===== src/rtl/drone_pkg.sv =====
// Shared constants and width helpers for the parametrised drone datapath.
// Imported by fluxo_dados_drone_param and updown_sat_counter.
package drone_pkg;

  localparam int W_MODO = 2;

  localparam logic [W_MODO-1:0] MODO_FACIL   = 2'd0;
  localparam logic [W_MODO-1:0] MODO_MEDIO   = 2'd1;
  localparam logic [W_MODO-1:0] MODO_DIFICIL = 2'd2;

  // Bit positions inside controle_vertical / controle_horizontal
  localparam int DIR_UP   = 0;
  localparam int DIR_DOWN = 1;
  localparam int DIR_FWD  = 0;
  localparam int DIR_BACK = 1;

  // Register width able to hold 0..n-1; never narrower than one bit
  function automatic int w_of(input int n);
    if (n <= 2) return 1;
    return $clog2(n);
  endfunction

  function automatic int max3(input int a, input int b, input int c);
    int m;
    m = (a > b) ? a : b;
    return (m > c) ? m : c;
  endfunction

endpackage


===== src/rtl/updown_sat_counter.sv =====
// Up/down step counter bounded to MIN..MAX, either saturating or wrapping.
// Simultaneous up and down requests cancel; clear returns to RST_VAL.
module updown_sat_counter
  import drone_pkg::*;
#(
  parameter int W       = 4,
  parameter int MIN     = 0,
  parameter int MAX     = 15,
  parameter bit WRAP    = 1'b0,
  parameter int RST_VAL = 0
) (
  input  logic         clock,
  input  logic         reset,
  input  logic         clear,
  input  logic         en,
  input  logic         up,
  input  logic         down,
  output logic [W-1:0] q
);

  localparam logic [W-1:0] Q_MIN = W'(MIN);
  localparam logic [W-1:0] Q_MAX = W'(MAX);
  localparam logic [W-1:0] Q_RST = W'(RST_VAL);

  always_ff @(posedge clock) begin
    if (reset || clear) begin
      q <= Q_RST;
    end else if (en && (up ^ down)) begin
      if (up) begin
        if (q >= Q_MAX) q <= WRAP ? Q_MIN : Q_MAX;
        else            q <= q + 1'b1;
      end else begin
        if (q <= Q_MIN) q <= WRAP ? Q_MAX : Q_MIN;
        else            q <= q - 1'b1;
      end
    end
  end

endmodule


===== src/rtl/fluxo_dados_drone_param.sv =====
// Parametrised datapath of the drone obstacle game: position, selectors,
// move timer, obstacle memory and hit counting. Optional macro: DRONE_GRACE_EN.
module fluxo_dados_drone_param
  import drone_pkg::*;
#(
  parameter int MAP_LEN      = 16,
  parameter int LANES        = 4,
  parameter int N_MAPS       = 4,
  parameter int MAX_LIVES    = 5,
  parameter int T_EASY       = 32,
  parameter int T_MED        = 24,
  parameter int T_HARD       = 16,
  parameter int GRACE_CYCLES = 8
) (
  input  logic                            clock,
  input  logic                            reset,
  input  logic [1:0]                      controle_vertical,
  input  logic [1:0]                      controle_horizontal,
  input  logic                            zera_posicoes,
  input  logic                            reseta_vidas,
  input  logic                            iniciar,
  input  logic                            conta_t,
  input  logic                            zera_t,
  input  logic                            desloca,
  input  logic                            escolhe_modo,
  input  logic                            escolhe_vida,
  input  logic                            escolhe_mapa,
  input  logic                            checa_colisao,
  input  logic                            atualiza,
  input  logic                            map_we,
  input  logic [w_of(N_MAPS)-1:0]         map_sel,
  input  logic [w_of(MAP_LEN)-1:0]        map_addr,
  input  logic [LANES-1:0]                map_data,
  output logic [w_of(MAP_LEN)-1:0]        pos_h,
  output logic [w_of(LANES)-1:0]          pos_v,
  output logic [LANES-1:0]                obstaculos,
  output logic [1:0]                      modo,
  output logic [w_of(MAX_LIVES+1)-1:0]    vidas,
  output logic [w_of(MAX_LIVES+1)-1:0]    colisoes,
  output logic                            hit,
  output logic                            colisao,
  output logic                            timeout,
  output logic                            fim_mapa,
  output logic                            borda_movimento
);

  localparam int W_H   = w_of(MAP_LEN);
  localparam int W_V   = w_of(LANES);
  localparam int W_M   = w_of(N_MAPS);
  localparam int W_L   = w_of(MAX_LIVES + 1);
  localparam int T_MAX = max3(T_EASY, T_MED, T_HARD);
  localparam int W_T   = w_of(T_MAX);

  // Edge detection on the four direction bits
  logic [1:0] prev_v, prev_h;
  logic       up_p, dn_p, fw_p, bk_p;

  assign up_p = controle_vertical[DIR_UP]     & ~prev_v[DIR_UP];
  assign dn_p = controle_vertical[DIR_DOWN]   & ~prev_v[DIR_DOWN];
  assign fw_p = controle_horizontal[DIR_FWD]  & ~prev_h[DIR_FWD];
  assign bk_p = controle_horizontal[DIR_BACK] & ~prev_h[DIR_BACK];
  assign borda_movimento = up_p | dn_p | fw_p | bk_p;

  always_ff @(posedge clock) begin
    if (reset) begin
      prev_v <= '0;
      prev_h <= '0;
    end else begin
      prev_v <= controle_vertical;
      prev_h <= controle_horizontal;
    end
  end

  logic [W_M-1:0] mapa;

  updown_sat_counter #(.W(W_H), .MIN(0), .MAX(MAP_LEN-1), .WRAP(1'b0), .RST_VAL(0)) u_pos_h (
    .clock(clock), .reset(reset), .clear(zera_posicoes), .en(desloca),
    .up(fw_p), .down(bk_p), .q(pos_h)
  );

  updown_sat_counter #(.W(W_V), .MIN(0), .MAX(LANES-1), .WRAP(1'b0), .RST_VAL(LANES/2)) u_pos_v (
    .clock(clock), .reset(reset), .clear(zera_posicoes), .en(desloca),
    .up(up_p), .down(dn_p), .q(pos_v)
  );

  updown_sat_counter #(.W(W_MODO), .MIN(0), .MAX(2), .WRAP(1'b0), .RST_VAL(0)) u_modo (
    .clock(clock), .reset(reset), .clear(iniciar), .en(escolhe_modo),
    .up(up_p), .down(dn_p), .q(modo)
  );

  updown_sat_counter #(.W(W_L), .MIN(1), .MAX(MAX_LIVES), .WRAP(1'b0), .RST_VAL(1)) u_vidas (
    .clock(clock), .reset(reset), .clear(reseta_vidas), .en(escolhe_vida),
    .up(up_p), .down(dn_p), .q(vidas)
  );

  updown_sat_counter #(.W(W_M), .MIN(0), .MAX(N_MAPS-1), .WRAP(1'b1), .RST_VAL(0)) u_mapa (
    .clock(clock), .reset(reset), .clear(reseta_vidas), .en(escolhe_mapa),
    .up(up_p), .down(dn_p), .q(mapa)
  );

  // Move timer: the >= compare lets a mid-count switch to a faster mode
  // expire immediately instead of running past the new limit.
  logic [W_T-1:0] timer;
  logic [W_T-1:0] t_lim;

  always_comb begin
    t_lim = W_T'(T_HARD - 1);
    case (modo)
      MODO_FACIL: t_lim = W_T'(T_EASY - 1);
      MODO_MEDIO: t_lim = W_T'(T_MED - 1);
      default:    t_lim = W_T'(T_HARD - 1);
    endcase
  end

  assign timeout = (timer >= t_lim);

  always_ff @(posedge clock) begin
    if (reset || zera_t) timer <= '0;
    else if (conta_t)    timer <= timeout ? '0 : timer + 1'b1;
  end

  // Obstacle memory: not reset, read registered so reads see pre-write data
  logic [LANES-1:0] mem [N_MAPS][MAP_LEN];

  always_ff @(posedge clock) begin
    if (map_we && (int'(map_sel) < N_MAPS) && (int'(map_addr) < MAP_LEN))
      mem[map_sel][map_addr] <= map_data;
    obstaculos <= mem[mapa][pos_h];
  end

  // Hit detection on the rising edge of the qualified collision condition
  logic col_q, col_prev, hit_edge, hit_ok;

  assign col_q    = obstaculos[pos_v] & checa_colisao & atualiza;
  assign hit_edge = col_q & ~col_prev;

`ifdef DRONE_GRACE_EN
  localparam int W_G = w_of(GRACE_CYCLES + 1);
  logic [W_G-1:0] grace;

  assign hit_ok = hit_edge && (grace == '0);

  always_ff @(posedge clock) begin
    if (reset || zera_posicoes) grace <= '0;
    else if (hit_ok)            grace <= W_G'(GRACE_CYCLES);
    else if (grace != '0)       grace <= grace - 1'b1;
  end
`else
  assign hit_ok = hit_edge;
`endif

  always_ff @(posedge clock) begin
    if (reset) begin
      col_prev <= 1'b0;
      colisoes <= '0;
      hit      <= 1'b0;
    end else begin
      col_prev <= col_q;
      if (zera_posicoes) begin
        colisoes <= '0;
        hit      <= 1'b0;
      end else begin
        hit <= hit_ok;
        if (hit_ok && (colisoes < W_L'(MAX_LIVES)))
          colisoes <= colisoes + 1'b1;
      end
    end
  end

  assign colisao  = (colisoes >= vidas);
  assign fim_mapa = (pos_h == W_H'(MAP_LEN - 1));

endmodule


===== config.mk =====
export PLATFORM = sky130hd
export DESIGN_NAME = fluxo_dados_drone_param
export DESIGN_NICKNAME = d
export VERILOG_FILES = /design/src/rtl/drone_pkg.sv /design/src/rtl/updown_sat_counter.sv /design/src/rtl/fluxo_dados_drone_param.sv
export SDC_FILE = /design/constraint.sdc
export NUM_CORES = 1
export LEC_CHECK = 0
export BUFFER_PORTS_ARGS = -buffer_cell sky130_fd_sc_hd__buf_2
export CORE_MARGIN = 2
export CORE_UTILIZATION = 53
export CTS_CLUSTER_SIZE = 24
export DETAILED_ROUTE_END_ITERATION = 12
export GPL_TIMING_DRIVEN = 0
export PLACE_DENSITY_LB_ADDON = 0.05
export SETUP_SLACK_MARGIN = 0.2
export SYNTH_ARGS = -nofsm -noshare
export SYNTH_HDL_FRONTEND = slang
export SYNTH_HIERARCHICAL = 1
export SYNTH_SLANG_ARGS = --single-unit

===== constraint.sdc =====
create_clock -name clock -period 3.75 [get_ports clock]
set_input_delay 0.5625 -clock clock [delete_from_list [all_inputs] [get_ports clock]]
set_output_delay 0.5625 -clock clock [all_outputs]
set_load 0.01 [all_outputs]

==> flow_metrics.tcl <==
set metrics [dict create \
    numCtsBuffers 29 \
    final_antenna_net_count 0 \
    slew_headroom_pct 8.61 \
    cts_tree "done" \
    leakagePower_nw 4.42 \
    syn-instance-count 727 \
    htree_levels 1 \
    ys.flop_type "edfxtp_1" \
    fillers 1680 \
    fin_nets 850 \
    synth-simple-area-share_pct 8.07 \
    yosysSeqAreaShare_pct 69.0 \
    die_area_um2 23900 \
    grt_pass1_wl_um 40000 \
    cts_setup_buffers 0 \
    fmax_ghz 0.358 \
    place_hpwl_um 17700 \
    clock_path_buffers 3 \
    insertion_delay_ps 540 \
    via_per_inst 5.97 \
    final_common_cell "edfxtp_1" \
    hold_buffers 0 \
    synth_compound_area_share_pct 4.90 \
    async_flop_share_pct 0 \
    rsz0062_at_grt "false" \
    num_io_pins 51 \
    ctsResizeCount 0 \
    syn_area_um2 12000 \
    drtIter0Drc 533 \
    clockRootBuffer "clkbuf_16" \
    cp_max_fo 21 \
    synth_top_area_cell "edfxtp_1" \
    die_w_um 155 \
    required_ps 3190 \
    synth_fa_ha_area_share_pct 1.56 \
    synth_top_family_by_area "multiplexers" \
    worst-setup-path-type "reg2out" \
    numClockSinks 287 \
    setup_viol 0 \
    wl_per_cell_um 23.6 \
    grt_antenna_before_repair 0 \
    setup_tns_ps 0 \
    final_cells 1112 \
    path_clk_slew_ps 60 \
    crit_path_start_kind "flip-flop" \
    layout_common_cells "edfxtp_1 (256), nor2_1 (82), mux4_2 (62)" \
    grtUsageTotal_pct 22.6 \
    overflow 0 \
    netlist_top_cells_area "edfxtp_1 (64%), mux4_2 (12%), dfxtp_1 (5.2%)" \
    dr.pass1.iters 7 \
    finalClockSkew_ps 10.6 \
    final_area_um2 13500 \
    hold_ws_ps 205 \
    rows 55 \
    end_kind "output pin" \
    vias 6639 \
    placed_area_um2 12600 \
    syn_nets 770 \
    cp.arrival_ps 2230 \
    met3_usage_pct 3.45 \
    grt_pass1_vias 6841 \
    syn_to_final_growth_pct 12.4 \
    drc 0 \
    avgSynthCellArea_um2 16.6 \
    top_usage_layer "met2" \
    die_h_um 155 \
    placed_cells 1061 \
    grt_max_degree 65 \
    synth_xor_area_share_pct 0.582 \
    synth-edff-count 256 \
    min_period_ps 2790 \
    yosys_warnings 6 \
    ir_drop_uv 371 \
    synthMuxAreaShare_pct 13.8 \
    p_per_area_nw_per_um2 484 \
    routed_wl_um 26200 \
    placement.io_buffers 49 \
    initial_core_util_pct 53.5 \
    final_layout_size_suffix_gt1_share_pct 23.1 \
    globalplace.congestion 0.799 \
    p_total_mw 6.54 \
    fin_crit_sh_pct 74.5 \
    report.final.slew_viol_count 0 \
    cap_violations 0 \
    synth_seq_cells 287 \
    r2r_slack_ps 1160 \
    core_um2 22500 \
    synth.top_cell.area_share_pct 63.8 \
    grtUsageMet1_pct 30.6 \
    status "complete, no violations" \
    worst_slew_pin_slew_ps 1370 \
    diodes 0 \
    grt.met2_usage_pct 38.2 \
    final_hold_viol_count 0 \
    worstHoldPathType "in2reg" \
    ys_types 69 \
]
## sequential cells by signal, summed over array words and instances (netlist names)
signal	cells
u_pos_h/q	4
u_mapa/q	2
col_prev	1
u_vidas/q	3
obstaculos	4
prev_v	2
timer	5
hit	1
u_pos_v/q	2
colisoes	3
prev_h	2
u_modo/q	2
mem	256
## kinds of logic (layout without fill, tap and decap cells)
logic type	Yosys count	in the layout
DFF	287	287
xor gates and xnor gates	8	8
buffers and inverters	50	150
AOI/OAI and AO/OA	84	84
and+or+nand+nor	195	195
muxes	88	88
adders and majority gates	15	15
## metal layers
metal	share of wire, %	up-vias
met5	0	-
met3	6.3	45
met1	41	3323
met2	50	238
met4	2.4	0
li1	-	3033
## through the flow
| stage | setup slack (ps) | util (%) |
|---|---|---|
| 2_1_floorplan | 1680 | - |
| 3_3_place_gp | 1120 | 56.2 |
| 3_5_place_dp | 1140 | 56.2 |
| 4_1_cts | 941 | 60.1 |
| 5_1_grt | 834 | 60.1 |
| 6_report | 957 | 60.1 |
## Yosys cell counts, drive strengths merged (5+ instances only)
library cell and number:
edfxtp 256, nor2 82, mux4 62, nand2 37, dfxtp 31, mux2i 19, buf 18, o21ai 18
clkbuf 16, inv 16, nor2b 16, ha 15, a21oi 14, a31oi 8, nand3 8, mux2 7
a211o 6, a22oi 6, and2 6, nand3b 6, nand4 6, nand2b 5, nor3b 5, o22ai 5
xor2 5
## area by class of cell
cell class / count / area (um2) / area share, %
inverter: 16 / 60.1 / 0.444
multi-input combinational: 390 / 3490 / 25.8
timing repair buffer: 49 / 245 / 1.81
buffer: 34 / 189 / 1.40
clock buffer: 37 / 817 / 6.04
tap: 285 / 357 / 2.63
clock inverter: 14 / 72.6 / 0.536
sequential: 287 / 8310 / 61.4
## worst paths after layout
| kind | startpoint | endpoint | depth (start not counted) |
|---|---|---|---|
| hold / removal | iniciar | u_modo/q[1] | 2 |
| setup reg to reg | u_pos_h/q[0] | obstaculos[1] | 5 |
| hold reg to reg | col_prev | hit | 1 |
| setup / recovery | prev_v[1] | borda_movimento | 3 |
## power breakdown
part	leakage (nW)	internal (mW)	switching [mW]	total, mW
clock	0.431	1.52	1.14	2.67
combinational	1.43	0.131	0.219	0.350
sequential	2.56	3.51	0.0168	3.53
total	4.42	5.17	1.38	6.54
## worst max-delay path, stage by stage, from the launching register on
cell	delay, ps
dfxtp_1	300
nor2b_1	1020
or4_1	230
buf_2	130
(Power assumes the default switching activity.)
